<file path="config.mk">
export PLATFORM = sky130hd
export DESIGN_NAME = tt_um_rr_grant_sequencer
export DESIGN_NICKNAME = d
export VERILOG_FILES = /design/src/rtl/tt_um_rr_grant_sequencer.sv
export SDC_FILE = /design/constraint.sdc
export NUM_CORES = 1
export LEC_CHECK = 0
export CAP_MARGIN = 10
export CORE_MARGIN = 3
export CORE_UTILIZATION = 40
export CTS_CLUSTER_DIAMETER = 150
export CTS_CLUSTER_SIZE = 20
export DETAILED_ROUTE_END_ITERATION = 10
export HOLD_SLACK_MARGIN = 0.06
export MAX_ROUTING_LAYER = met4
export PLACE_DENSITY_LB_ADDON = 0.05
export SYNTH_ARGS = -nofsm -noshare
export SYNTH_HDL_FRONTEND = slang
export SYNTH_SLANG_ARGS = --single-unit
</file>
<file path="constraint.sdc">
create_clock -name clk -period 4.3 [get_ports clk]
set_clock_uncertainty 0.2 [all_clocks]
set_input_delay 1.075 -clock clk [delete_from_list [all_inputs] [get_ports clk]]
set_output_delay 1.075 -clock clk [all_outputs]
set_load 0.005 [all_outputs]
</file>
<file path="src/rtl/tt_um_rr_grant_sequencer.sv">
// tt_um_rr_grant_sequencer: four-way round-robin grant sequencer with hold limit, lock and post-release gap.
// Optional TT_ARB_PRIORITY_EN: ui_in[7] with req[0] gives requester 0 the grant in IDLE, ptr untouched on release.
module tt_um_rr_grant_sequencer #(
    parameter int GAP_CYCLES = 1
) (
    input  logic       clk,
    input  logic       rst_n,
    input  logic       ena,
    input  logic [7:0] ui_in,
    input  logic [7:0] uio_in,
    output logic [7:0] uo_out,
    output logic [7:0] uio_out,
    output logic [7:0] uio_oe
);
    typedef enum logic [1:0] {IDLE, GRANT, GAP} state_t;
    localparam logic [1:0] GAP_LAST = 2'(GAP_CYCLES > 0 ? GAP_CYCLES - 1 : 0);
    state_t     state, state_nx;
    logic [3:0] grant, grant_nx, hold_cnt, hold_nx;
    logic [1:0] idx, idx_nx, ptr, ptr_nx, gap_cnt, gap_nx, win;
    logic       timeout, timeout_nx, prio_win, prio_nx, prio_hit;
    logic [3:0] req, limit;
    logic       lock, drop, at_lim, unused;
    assign req    = ui_in[3:0];
    assign lock   = ui_in[4];
    assign limit  = uio_in[3:0];
    assign unused = &{1'b0, ui_in[7:5], uio_in[7:4]};
    assign drop   = !req[idx];
    assign at_lim = limit != 4'd0 && hold_cnt == limit;
`ifdef TT_ARB_PRIORITY_EN
    assign prio_hit = ui_in[7] && req[0];
`else
    assign prio_hit = 1'b0;
`endif
    always_comb begin
        win = ptr;
        for (int i = 3; i >= 0; i--)
            if (req[ptr + 2'(i)]) win = ptr + 2'(i);
        if (prio_hit) win = 2'd0;
    end
    always_ff @(posedge clk or negedge rst_n) begin
        if (!rst_n) begin
            state    <= IDLE;
            grant    <= '0;
            idx      <= '0;
            timeout  <= 1'b0;
            ptr      <= '0;
            hold_cnt <= '0;
            gap_cnt  <= '0;
            prio_win <= 1'b0;
        end else begin
            state    <= state_nx;
            grant    <= grant_nx;
            idx      <= idx_nx;
            timeout  <= timeout_nx;
            ptr      <= ptr_nx;
            hold_cnt <= hold_nx;
            gap_cnt  <= gap_nx;
            prio_win <= prio_nx;
        end
    end
    always_comb begin
        state_nx   = state;
        grant_nx   = grant;
        idx_nx     = idx;
        timeout_nx = 1'b0;
        ptr_nx     = ptr;
        hold_nx    = hold_cnt;
        gap_nx     = gap_cnt;
        prio_nx    = prio_win;
        if (!ena) begin
            state_nx = IDLE;
            grant_nx = '0;
        end else begin
            case (state)
                IDLE: if (req != 4'd0) begin
                    state_nx = GRANT;
                    grant_nx = 4'b1 << win;
                    idx_nx   = win;
                    hold_nx  = 4'd1;
                    prio_nx  = prio_hit;
                end
                GRANT: if (drop || (at_lim && !lock)) begin
                    state_nx   = GAP_CYCLES > 0 ? GAP : IDLE;
                    grant_nx   = '0;
                    timeout_nx = !drop;
                    ptr_nx     = prio_win ? ptr : idx + 2'd1;
                    gap_nx     = '0;
                end else begin
                    // a locked hold parks at the limit so dropping lock releases on the next edge
                    hold_nx = (at_lim || hold_cnt == 4'd15) ? hold_cnt : hold_cnt + 4'd1;
                end
                GAP: if (gap_cnt == GAP_LAST) state_nx = IDLE;
                     else gap_nx = gap_cnt + 2'd1;
                default: state_nx = IDLE;
            endcase
        end
    end
    assign uo_out  = {timeout, state == GRANT, idx, grant};
    assign uio_out = '0;
    assign uio_oe  = '0;
endmodule

</file>
After elaboration in Yosys (flattened, before gate mapping)
Cells that the tools add are included.
- logic and storage cells: 83
- output and inout bits: 24
- flip-flop bits (word level): 17
- input bits: 19
- reduce and logical (&&, ||, !) cells: 18
- shifts and indexed selects: 1
- eq/ne operators: 13
- add/subtract/negate cells: 6
- mux-type cells: 33
- magnitude comparators: 5
- operators by type and width (cell ; count):
    two-way mux 4 bit ; 6
    two-way mux 2 bit ; 10
    one-hot mux 4 bit (2 select lines) ; 2
    less-than comparator 2 x 3 -> 1 bit (second input constant) ; 5
    AND reduction 3 bit ; 4
    binary-select mux 1 bit (select 2 bit) ; 5
    two-way mux 1 bit ; 8
    != test 2 bit (second input constant) ; 4
    nonzero test 4 bit ; 2
    adder 2 x 1 -> 2 bit (second input constant) ; 3
    != test 3 bit (second input constant) ; 2
    one-hot mux 2 bit (3 select lines) ; 1
    AND reduction 5 bit ; 1
    adder 2 bit (second input constant) ; 2
    adder 4 x 1 -> 4 bit (second input constant) ; 1
    equality test 4 bit ; 1
    equality test 4 bit (second input constant) ; 1
    zero test 2 bit ; 2
    one-hot mux 2 bit (2 select lines) ; 1
    AND reduction 4 bit ; 1
    nonzero test 2 bit ; 2
    left shift 1 x 2 -> 4 bit (first input constant) ; 1
    != test 3 x 1 -> 1 bit (second input constant) ; 1
    != test 3 x 2 -> 1 bit (second input constant) ; 1
    other kinds (6) ; 9

Depth between registers and ports, before layout
- word-level depth: 11
- gate-level depth with buffers: 8
- gate-level depth less buffers: 7

Worst setup path after synthesis
OpenSTA, ideal clock, no wires.
- path type: input port to flip-flop
- start point: input port ui_in[1]
- end point: register state[1]
- cell stages on the path: 6
- data arrival time: 2.247 ns
- data required time: 3.978 ns
- path slack: 1.732 ns
- cells stage by stage: buf_6 -> mux4_2 -> nand2_2 -> a21oi_2 -> nand2b_4 -> a32o_1
- longest elaborated chain between the ends: 6
- ends and longest elaborated chain (what ; line ; RTL):
    start, declared ; 9 ; input logic [7:0] ui_in,
    binary-select mux 1 bit (select 2 bit) ; 27 ; assign drop = !req[idx];
    two-way mux 1 bit (not written as such) ; 27 ;
    zero test 1 bit ; 27 ;
    logical OR 1 bit ; 82 ; GRANT: if (drop || (at_lim && !lock)) begin
    != test 3 x 2 -> 1 bit (no line) ; -- ;
    AND reduction 3 bit (no line) (*) ; -- ;
    end signal, assigned ; 51 ; state <= state_nx;
    end, declared ; 17 ; state_t state, state_nx;
Every way passes the cells marked *; elsewhere a longest branch is shown, timed or not. The select of a mux whose other input is x is not followed.
A chain may end at the register's enable or synchronous reset.

Final worst setup path
- start point: register state[1]
- end point: output port uo_out[6]
- longest elaborated chain between the ends: 1
- ends and longest elaborated chain (what ; line ; RTL):
    equality test 2 x 1 -> 1 bit ; 98 ; assign uo_out = {timeout, state == GRANT, idx, grant};
    end, declared ; 11 ; output logic [7:0] uo_out,
No other way between the ends.

==> impl_metrics.py <==
metrics = {
    "die": {
        "coreArea_mm2": 0.00313,
        "num_rows": 20,
        "dieArea_mm2": 0.00409,
        "start_util_pct": 43.0,
        "ios": 43,
        "fp.dieH_um": 64.0,
        "die_width_um": 64.0,
    },
    "synth": {
        "yosysWarnings": 0,
        "synth_seq_area_share_pct": 31.6,
        "synth_compound_area_share_pct": 16.6,
        "synthXorXnorAreaFrac_pct": 3.91,
        "ys_ff_latch": 17,
        "yosysUniqueCellTypes": 44,
        "synthesis.area_mm2": 0.00135,
        "synth_mux_area_share_pct": 6.33,
        "async_reset_ff_share_pct": 100,
        "synth-simple-area-share_pct": 20.8,
        "synth-edff-count": 0,
        "synth_top_family_by_area": "simple AND/OR/NAND/NOR gates",
        "synth-main-ff-cell": "dfrtp_1",
        "synthCells": 147,
        "syn-mean-instance-area_um2": 9.15,
        "yosys.area_share.adder_pct": 5.58,
    },
    "finish": {
        "stdcell_count": 208,
        "final_core_util_pct": 48.4,
        "multi_input_area_um2": 776,
        "finalNetCount": 190,
        "nFillCells": 313,
        "seqCellArea_um2": 425,
        "area_growth_pct": 12.6,
        "diodes": 0,
        "fin_area_mm2": 0.00151,
        "drive_gt1_share_pct": 11.0,
    },
    "critical_path": {
        "crit_type": "reg -> out",
        "cp.buffers_inverters": 2,
        "required_ns": 3.02,
        "cp-end-kind": "output pin",
        "cp_max_fo": 9,
        "cp-start-kind": "flop",
        "critPathTopFamily": "buffers and inverters",
        "slowest_delay_ns": 0.57,
        "crit_chain": "inv_1 > ha_1 > clkdlybuf4s50_1",
        "cp_slowest_cell": "clkdlybuf4s50_1",
        "cp_data_arrival_time_ns": 1.73,
        "reg2reg_setup_slack_ns": 2.06,
    },
    "power": {
        "p_int_mw": 0.446,
        "power.density_mw_per_mm2": 515,
        "p_sw_mw": 0.333,
        "finalPower_mw": 0.780,
        "pwr-share-clk_pct": 11.4,
        "pwr-share-seq_pct": 34.3,
        "combPwrFrac_pct": 54.3,
        "swShare_pct": 42.7,
        "peakVddDrop_uv": 272,
        "p_leak_nw": 0.612,
    },
    "grt": {
        "track_usage_pct": 15.0,
        "gr-max-usage-layer": "met2",
        "first_global_vias": 1025,
        "grt_max_degree": 18,
        "grt-ovfl-total": 0,
        "grt_pass1_wl_mm": 4.74,
        "grt_use_met3_pct": 4.57,
        "grt_antenna_before_repair": 0,
        "grtUsageMet2_pct": 23.9,
        "grtUsageMet1_pct": 18.3,
    },
    "timing": {
        "tightest_slew_ns": 0.811,
        "max_freq_mhz": 333,
        "final.period_utilization_pct": 69.9,
        "worst_slack_ns": 1.30,
        "post-route-min-period_ns": 3.00,
        "rsz0062_at_grt": "false",
        "slew_viol_final": 0,
        "finalHoldViolations": 0,
        "setup_viol": 0,
        "tns_ns": 0,
        "whs_ns": 0.326,
        "relSlewSlack_pct": 45.7,
    },
    "placed_design": {
        "post-place-ws_ns": 1.12,
        "gp_congestion": 0.823,
        "portBuffers": 19,
        "post-place-cells": 204,
        "hpwlAfterDp_mm": 2.11,
        "place_area_mm2": 0.00149,
    },
    "routing": {
        "drcViolationCount": 0,
        "wl_mm": 2.75,
        "num_vias": 1057,
        "via_per_inst": 5.08,
        "first_pass_iters": 4,
        "drt_iter0_markers": 46,
        "wl_per_cell_um": 13.2,
        "ant_nets": 0,
    },
    "cts": {
        "cts_hold_buf": 0,
        "tritoncts": "built",
        "clkSlewWorstSetupHoldPaths_ns": 0.11,
        "numCtsBuffers": 3,
        "htreeDepth": 1,
        "cts_sinks": 17,
        "clockBufferDepth": 2,
        "cts_setup_buffers": 0,
        "cts.repair.resized": 0,
        "clkLatencyLatePin_ns": 0.30,
        "cts-root-buf": "clkbuf_4",
    },
    "outcome": {
        "status": "completed",
    },
    "job": {
        "maxCapViolCount": 0,
    },
    "min_path": {
        "hold_path.class": "reg -> reg",
    },
}
-- layer usage --
metal / part of all wire [%] / wire length (um)
met5: 0 / 0
met4: 1.1 / 29
met3: 5.5 / 151
met2: 48 / 1310
met1: 46 / 1260
-- synthesized netlist by cell type, types with 2 or more instances --
cell type | n | share of area (%)
inv_1 | 11 | 3.1
buf_4 | 17 | 9.5
mux2_2 | 2 | 1.7
a21oi_2 | 2 | 1.3
buf_6 | 2 | 1.7
dfrtp_1 | 17 | 32
nor2b_1 | 3 | 1.4
nand3_1 | 3 | 1.1
a21oi_1 | 5 | 1.9
nor3b_1 | 2 | 1.1
xor2_1 | 4 | 2.6
o221ai_1 | 2 | 1.3
nor3_1 | 3 | 1.1
xnor2_1 | 2 | 1.3
o22ai_1 | 7 | 3.3
ha_1 | 6 | 5.6
nor2_1 | 9 | 2.5
a211oi_2 | 3 | 2.8
mux2i_1 | 4 | 3.0
nand2_1 | 17 | 4.7
nand4_1 | 2 | 0.93
nor4_1 | 2 | 0.93
-- registers in the layout (all words and copies together) (netlist names) --
signal    count
grant         4
hold_cnt      4
gap_cnt       2
idx           2
ptr           2
state         2
timeout       1
-- tightest hold or removal path: stages (launching register included) --
cell and delay [ns]:
dfrtp_1 0.36, o21ai_1 0.08, o221ai_2 0.06
-- cell usage in the layout (no fill, tap or decap), types with 3 or more instances in the layout --
master           instances
dfrtp_1                 17
clkdlybuf4s50_1         19
ha_1                     6
o22ai_1                  7
xor2_1                   4
nand3_1                  3
clkbuf_4                 3
nor2_1                   9
a211oi_2                 3
conb_1                  16
a21oi_1                  5
mux2i_1                  4
nor2b_1                  3
nor3_1                   3
nand2_1                 17
inv_1                   11
-- power by group through the flow --
stage	clock network, mW	logic [mW]	registers [mW]
finish	0.0888	0.423	0.268
global route	0.0996	0.477	0.279
CTS	0.0916	0.428	0.268
detailed placement	0	0.424	0.271
global placement	0	0.416	0.270
floorplan	0	0.313	0.260
-- path summary, 6_finish.rpt --
check / cells past startpoint / startpoint / to
worst max-delay path: 3 / state[1]$_DFFE_PN0P_ / uo_out[6]
worst min-delay path: 2 / gap_cnt[1]$_DFFE_PN0P_ / gap_cnt[1]$_DFFE_PN0P_
worst max register to register: 7 / state[1]$_DFFE_PN0P_ / hold_cnt[3]$_DFFE_PN0P_
worst min register to register: 2 / gap_cnt[1]$_DFFE_PN0P_ / gap_cnt[1]$_DFFE_PN0P_
max in group asynchronous: 1 / rst_n / idx[1]$_DFFE_PN0P_
min in group asynchronous: 1 / rst_n / hold_cnt[0]$_DFFE_PN0P_
-- cell type report --
type / instances / share of cell area [%]
well taps: 44 / 3.64
flip-flops and latches: 17 / 28.1
clock buffers: 4 / 1.74
repair buffers: 19 / 12.6
inverters: 11 / 2.73
multi-input cells: 113 / 51.2
-- kinds of logic after synthesis --
| logic type | after synthesis |
|---|---|
| xor gates and xnor gates | 6 |
| muxes | 7 |
| and+or+nand+nor | 50 |
| AOI/OAI and AO/OA | 28 |
| DFF | 17 |
| adders and majority gates | 6 |
| buffers and inverters | 32 |
| other | 1 |
Note: power is estimated with default switching activity, not from simulation.
